[config.mk]
export PLATFORM = sky130hd
export DESIGN_NAME = adder
export DESIGN_NICKNAME = d
export VERILOG_FILES = /design/src/rtl/adder.sv
export SDC_FILE = /design/constraint.sdc
export NUM_CORES = 1
export LEC_CHECK = 0
export ABC_AREA = 1
export BUFFER_PORTS_ARGS = -buffer_cell sky130_fd_sc_hd__buf_2
export CORE_AREA = 2 2 39 41
export CTS_CLUSTER_SIZE = 24
export DETAILED_ROUTE_END_ITERATION = 8
export DIE_AREA = 0 0 41 43
export HOLD_SLACK_MARGIN = 0.08
export PLACE_DENSITY = 0.66
export SYNTH_ARGS = -nofsm -noshare
export SYNTH_HDL_FRONTEND = slang
export SYNTH_HIERARCHICAL = 1
export SYNTH_SLANG_ARGS = --single-unit
[constraint.sdc]
create_clock -name clk -period 12.2 [get_ports clk]
set_input_delay 2.44 -clock clk [delete_from_list [all_inputs] [get_ports clk]]
set_output_delay 2.44 -clock clk [all_outputs]
set_load 0.1 [all_outputs]
[src/rtl/adder.sv]
// Ripple-carry add/subtract unit with compare flags and a registered copy of every result.
// Gate delays are not modelled here; the combinational path is a pure n-stage carry chain.

module half_adder (
  input  logic a,
  input  logic b,
  output logic sum,
  output logic carry
);
  assign sum   = a ^ b;
  assign carry = a & b;
endmodule

module adder #(
  parameter int n = 4
) (
  input  logic         clk,
  input  logic         rst_n,
  input  logic [n-1:0] X,
  input  logic [n-1:0] Y,
  input  logic         Nadd_sub,
  output logic [n-1:0] sum,
  output logic         carry,
  output logic         overflow,
  output logic         eq,
  output logic         lt,
  output logic         ltu,
  output logic [n-1:0] sum_q,
  output logic         carry_q,
  output logic         overflow_q,
  output logic         eq_q,
  output logic         lt_q,
  output logic         ltu_q
);

  logic [n:0]   c;
  logic [n-1:0] b_in;
  logic [n-1:0] p;
  logic [n-1:0] g;
  logic [n-1:0] t;
  logic [n-1:0] s;

  // Subtract is X + ~Y + 1: invert B per stage and inject the +1 as carry-in.
  assign c[0] = Nadd_sub;

  for (genvar i = 0; i < n; i++) begin : g_stage
    assign b_in[i] = Y[i] ^ Nadd_sub;

    half_adder u_ha0 (
      .a     (X[i]),
      .b     (b_in[i]),
      .sum   (p[i]),
      .carry (g[i])
    );

    half_adder u_ha1 (
      .a     (p[i]),
      .b     (c[i]),
      .sum   (s[i]),
      .carry (t[i])
    );

    assign c[i+1] = g[i] | t[i];
  end

  assign sum      = s;
  assign carry    = c[n];
  assign overflow = c[n] ^ c[n-1];

  // Compare flags only carry meaning in subtract mode; forced low when adding.
  assign eq  = Nadd_sub & (s == '0);
  assign lt  = Nadd_sub & (s[n-1] ^ overflow);
  assign ltu = Nadd_sub & ~c[n];

  logic [n-1:0] sum_d;
  logic         carry_d;
  logic         overflow_d;
  logic         eq_d;
  logic         lt_d;
  logic         ltu_d;

  assign sum_d      = sum;
  assign carry_d    = carry;
  assign overflow_d = overflow;
  assign eq_d       = eq;
  assign lt_d       = lt;
  assign ltu_d      = ltu;

  always_ff @(posedge clk or negedge rst_n) begin
    if (!rst_n) begin
      sum_q      <= '0;
      carry_q    <= 1'b0;
      overflow_q <= 1'b0;
      eq_q       <= 1'b0;
      lt_q       <= 1'b0;
      ltu_q      <= 1'b0;
    end else begin
      sum_q      <= sum_d;
      carry_q    <= carry_d;
      overflow_q <= overflow_d;
      eq_q       <= eq_d;
      lt_q       <= lt_d;
      ltu_q      <= ltu_d;
    end
  end

endmodule

==> results of run 1 <==
[registers in the layout, indices dropped and copies added (netlist names)]
name and count:
carry_q 1, eq_q 1, lt_q 1, ltu_q 1
overflow_q 1, sum_q 4
[how the worst max path moves through the flow]
stage / startpoint / to / slack [ps]
floorplan: Nadd_sub / eq / 2530
global placement: Nadd_sub / eq / 4280
detailed placement: Nadd_sub / eq / 4260
CTS: Nadd_sub / eq / 4240
global route: Nadd_sub / eq / 4060
finish: Nadd_sub / eq / 4260
[logic make-up after synthesis]
logic type                 synth area share, %
xor gates and xnor gates                  7.37
adders and majority gates                 21.1
buffers and inverters                     5.53
DFF                                       47.4
and+or+nand+nor                           18.7
[per-layer routing]
metal	track usage (%)	vias to the layer above	wire length, um
met5	0	-	0
met4	14.0	0	34
met3	2.09	4	106
met2	15.3	22	363
met1	13.3	174	346
li1	-	205	-
[layout make-up]
| cell class | instances | area, um^2 | area share, % |
|---|---|---|---|
| Clock buffer | 4 | 26.3 | 4.02 |
| Inverter | 5 | 18.8 | 2.87 |
| Multi-Input combinational cell | 31 | 224 | 34.2 |
| Sequential cell | 9 | 225 | 34.4 |
| Tap cell | 16 | 20.0 | 3.06 |
| Timing Repair Buffer | 28 | 140 | 21.4 |
[per-stage QoR]
stage / std cells / worst slack (ps) / hold WS [ps]
CTS: 93 / 4240 / 2020
finish: 93 / 4260 / 2020
global route: 93 / 4060 / 2020
detailed placement: 89 / 4260 / 2290
floorplan: 46 / 2530 / 2140
global placement: 89 / 4280 / 2290
[synthesized netlist by cell type]
| library cell | count | area [um^2] |
|---|---|---|
| nand2_2 | 4 | 25.0 |
| buf_4 | 1 | 7.51 |
| ha_1 | 8 | 100 |
| nand3_1 | 1 | 5.00 |
| xor2_1 | 4 | 35.0 |
| or2_2 | 2 | 12.5 |
| nor3_1 | 1 | 5.00 |
| inv_1 | 5 | 18.8 |
| nor2_1 | 6 | 22.5 |
| dfrtp_1 | 9 | 225 |
| nand2_1 | 5 | 18.8 |
==> results.md, run 1 <==
- Outcome: finished, final reports clean
- Total gr overflow: 0
- Fillers: 150
- Clock Pin Slew Worst Setup and Hold Paths: 60 ps
- CP endpoint kind: output port
- Worst slew margin: 67.4%
- Setup_tns: 0 ps
- Routability cong.: 0.605
- CP arrival: 5500 ps
- Cell row count: 14
- Register bit total from synthesis: 9
- Routed wire length: 850 um
- Hold crit path type: in -> async
- Total number of vias: 405
- # port buffers: 28
- Placed Area: 628 um^2
- Clk sinks: 9
- Core area: 1380 um^2
- Setup crit start kind: input pin
- Final period utilization: 65.0%
- First-pass GRT wire length: 1.32 mm
- CTS H-tree depth: 1
- Fmax: 0.126 GHz
- Worst-path cell chain: buf_2 > xor2_1 > ha_1 > ha_1 > or2_2 > ha_1 > or2_2 > ha_1 > inv_1 > nand2_2 > ha_1 > nor2_1 > nand2_1 > nor3_1 > buf_2
- Initial DRC count: 9
- Syn-to-layout area delta: 37.6%
- Crit-path most repeated cell: ha_1
- WP buf/inv: 3
- Root Buffer: clkbuf_4
- Synth Instances: 46
- Vias in the first global route: 342
- DRC errors left: 0
- Post-cts gate resize count: 0
- CP Data Required Time: 9760 ps
- Vias/cell: 4.35
- Finish-stage setup viols: 0
- Largest stage delay, worst path: 470 ps
- GR Util All Layers: 11.6%
- Hold Fails Final Rpt: 0
- Synthesized area per cell: 10.3 um^2
- Share of cells above drive strength 1: 48.1%
- First drt pass iteration count: 2
- CP Depth: 15
- Core Util, Final: 47.3%
- Most frequent cells in the layout: buf_2, dfrtp_1, ha_1, nor2_1
- Initial Utilization: 34.4%
- DIE AREA: 1760 um^2
- Worst-Margin Slew: 493 ps
- Commonest non-fill, non-tap cell in the layout: buf_2
- Final worst path period need: 7940 ps
- Crit Path Max Fanout: 8
- DR WL/cell: 9.14 um
- CTS tree: yes
- Delay-heaviest family, CP: adder cells
- Max-cap violations: 0
- CP max-delay cell: buf_2
- CTS Buf Count: 3
- Antenna diode instance count: 0
- Slew Limit Fails: 0
- Netlist cell types: 11
- ANT nets after route: 0
- Layout net count: 97
- Crit Path Class: in -> out
- Syn Std Cell Area: 475 um^2
- Num ports: 29
- Syn Nets: 65
- Post-route cell area: 654 um^2
- Antenna violations before repair: 0
- Sequential area share after synthesis: 47.4%
- # hold bufs at CTS: 0
- Clock buffer depth: 2
- DIE WIDTH: 41 um
- RSZ-0062 raised after global routing: false
- Postcts setup bufs: 0
- YS warnings: 6
- Pin count of the biggest net entering global routing: 10
- HPWL Detailed: 692 um
- Die Y: 43 um
Power of run 1 is left out: the tool's default activity adds up to more than one toggle a clock period on the data nets, which glitch-free logic cannot reach.
==> run 2: changes to the inputs <==
- ABC_AREA: 1 -> 0
- CORE_AREA: 2 2 39 41 -> not set
- CORE_MARGIN: not set -> 2
- CORE_UTILIZATION: not set -> 35
- DIE_AREA: 0 0 41 43 -> not set
- PLACE_DENSITY: 0.66 -> 0.69
- clock period: 12.2 -> 6.7 ns (I/O delays scaled with it)
==> results.md, run 2 <==
- Outcome: finished, final reports clean
- Setup crit start kind: input pin
- Synth Instances: 35 (-24%)
- Post-Synth XOR/XNOR Area: 11.2% (+3.8 points)
- Commonest non-fill, non-tap cell in the layout: buf_2
- GR Util All Layers: 10.5% (-1.0 points)
- Hold Fails Final Rpt: 0 (unchanged)
- Slew Limit Fails: 0 (unchanged)
- Crit Path Class: in -> out
- Share of cells above drive strength 1: 57.6% (+9.5 points)
- Most flop-heavy register: sum_q
- CTS Buf Count: 3 (unchanged)
- Netlist cell types: 15 (+4)
- YS warnings: 6 (unchanged)
- Worst-path cell chain: buf_2 > xor2_1 > ha_1 > ha_1 > or2_2 > ha_1 > or2_2 > ha_1 > nor2_2 > inv_1 > ha_1 > nor2_4 > xor2_4 > mux2i_4 > buf_2
- Post-route cell area: 663 um^2 (+1.3%)
- Synthesized area per cell: 13.1 um^2 (+27%)
- Most frequent cells in the layout: buf_2, dfrtp_1, ha_1, xor2_1, clkbuf_4
- Post-synthesis compound-gate area fraction: 0% (unchanged)
- Cell row count: 13 (-1)
- Largest family of logic cells by synthesized area: adder cells
- Clk sinks: 9 (unchanged)
- HPWL Detailed: 615 um (-11%)
- Finish-stage setup viols: 0 (unchanged)
- Inst Count DP: 77 (-13%)
- Sequential area share after synthesis: 49.0% (+1.7 points)
- Layout net count: 86 (-11%)
- Max reg flops: 4 (unchanged)
- Metal3 WL: 74 um (-30%)
- ANT nets after route: 0 (unchanged)
- Fmax: 0.166 GHz
- Most common cell in the netlist: dfrtp_1
- CTS tree: yes
- CP arrival: 4670 ps (-830 ps)
- Initial DRC count: 2 (-7)
- Post-cts gate resize count: 0 (unchanged)
- CP Capture Point: lt
- Antenna violations before repair: 0 (unchanged)
- Total number of vias: 335 (-17%)
- CP Data Required Time: 5360 ps (-4400 ps)
- DIE WIDTH: 40.2 um (-1.9%)
- CTS H-tree depth: 1 (unchanged)
- # hold bufs at CTS: 0 (unchanged)
- Syn Nets: 54 (-17%)
- Vias/cell: 4.14 (-5.0%)
- Met1 wire length: 274 um (-21%)
- Syn-to-layout area delta: 44.4%
- Worst-Margin Slew: 490 ps (-2.45 ps)
- DRC errors left: 0 (unchanged)
- Vias in the first global route: 269 (-21%)
- CP endpoint kind: output port
- Syn Std Cell Area: 459 um^2 (-3.4%)
- Num ports: 29 (unchanged)
- Fillers: 122 (-19%)
- Placed Area: 637 um^2 (+1.4%)
- Largest area contributor in the netlist: dfrtp_1
- Crit path launch: Nadd_sub
- Async set or reset register ratio after synthesis: 100% (unchanged)
- Final Instance Count excl. Fillers: 81 (-13%)
- Antenna diode instance count: 0 (unchanged)
- Worst slew margin: 67.5% (+0.16 points)
- Pin count of the biggest net entering global routing: 10 (unchanged)
- Synth cell count leaders: dfrtp_1, ha_1, xor2_1
- Initial Utilization: 36.2% (+1.8 points)
- DR WL/cell: 8.74 um (-4.4%)
- Postcts setup bufs: 0 (unchanged)
- Crit Path Max Fanout: 9 (+1)
- Crit-path most repeated cell: ha_1
- CP max-delay cell: buf_2
- Clock Pin Slew Worst Setup and Hold Paths: 50 ps (about the same)
- Mux contribution to synthesized area: 2.18% (+2.2 points)
- EDFF count, synth: 0 (unchanged)
- Die Y: 40.2 um (-6.5%)
- Total gr overflow: 0 (unchanged)
- # port buffers: 28 (unchanged)
- Setup_tns: 0 ps (unchanged)
- Largest stage delay, worst path: 440 ps (-30 ps)
- Final period utilization: 89.7%
- Adder-cell share of the synthesized area: 21.8% (+0.75 points)
- DIE AREA: 1620 um^2 (-8.2%)
- Max layer used: met3
- First drt pass iteration count: 2 (unchanged)
- Max-cap violations: 0 (unchanged)
- Core area: 1270 um^2 (-8.3%)
- RSZ-0062 raised after global routing: false
- Register bit total from synthesis: 9 (unchanged)
- Post-synth top area share: 49.0% (+1.7 points)
- Root Buffer: clkbuf_4
- Hold crit path type: in -> async
- Synth top area cells: dfrtp_1, ha_1, xor2_1
- Routed met2 length: 359 um (-1.1%)
- Post-Synth Simple-Gate Area: 13.1% (-5.6 points)
- Routability cong.: 0.606 (+0.12%)
- First-pass GRT wire length: 1.05 mm (-20%)
- Final worst path period need: 6010 ps
- Routed wire length: 708 um (-17%)
- Clock buffer depth: 2 (unchanged)
- Post-synth top flop: dfrtp_1
-- run 2: cell count changes in the layout (fill, tap and decap cells not counted), sizes merged, moves of 2 or more --
cell	previous run	this run
nor2	6	2
nand2	9	1
inv	5	2
and2	0	2
-- run 2: critical path: cells and delay by family --
| family | cells | cell delay (ps) |
|---|---|---|
| xor gates and xnor gates | 2 | 380 |
| and+or+nand+nor | 4 | 980 |
| buffers and inverters | 3 | 670 |
| muxes | 1 | 250 |
| adders and majority gates | 5 | 1030 |
-- run 2: worst min path at each step --
stage / slack, ps / start / to / depth (start not counted)
floorplan: 1040 / rst_n / carry_q / 0
global placement: 1190 / rst_n / sum_q[3] / 1
detailed placement: 1190 / rst_n / overflow_q / 1
CTS: 910 / rst_n / overflow_q / 1
global route: 920 / rst_n / sum_q[2] / 1
finish: 920 / rst_n / sum_q[2] / 1
-- run 2: layout make-up --
type | instances | area, um^2 | area share, %
Sequential cell | 9 | 225 | 34.0
Tap cell | 15 | 18.8 | 2.83
Inverter | 2 | 7.51 | 1.13
Multi-Input combinational cell | 23 | 245 | 37.0
Clock buffer | 4 | 26.3 | 3.96
Timing Repair Buffer | 28 | 140 | 21.1
-- run 2: logic make-up after synthesis --
logic type               count (synthesis)
multiplexers                             1
buffers and inverters                    3
flip-flops                               9
XOR/XNOR                                 5
AND/OR/NAND/NOR                          9
adder cells (fa/ha/maj)                  8
-- run 2: through the flow --
step / hold slack [ps] / setup slack [ps] / util, %
after CTS: 914 / 663 / 52.3
after global placement: 1190 / 680 / 50.2
after detailed placement: 1190 / 662 / 50.2
after global routing: 923 / 501 / 52.3
after floorplan: 1040 / 203 / -
final: 918 / 691 / 52.3
-- run 2: routing by layer --
layer,vias up,track usage (%)
met2,15,15.7
met3,0,1.67
met1,143,11.6
met5,-,0
li1,177,-
met4,0,12.5
Power of run 2 is left out for the same reason.
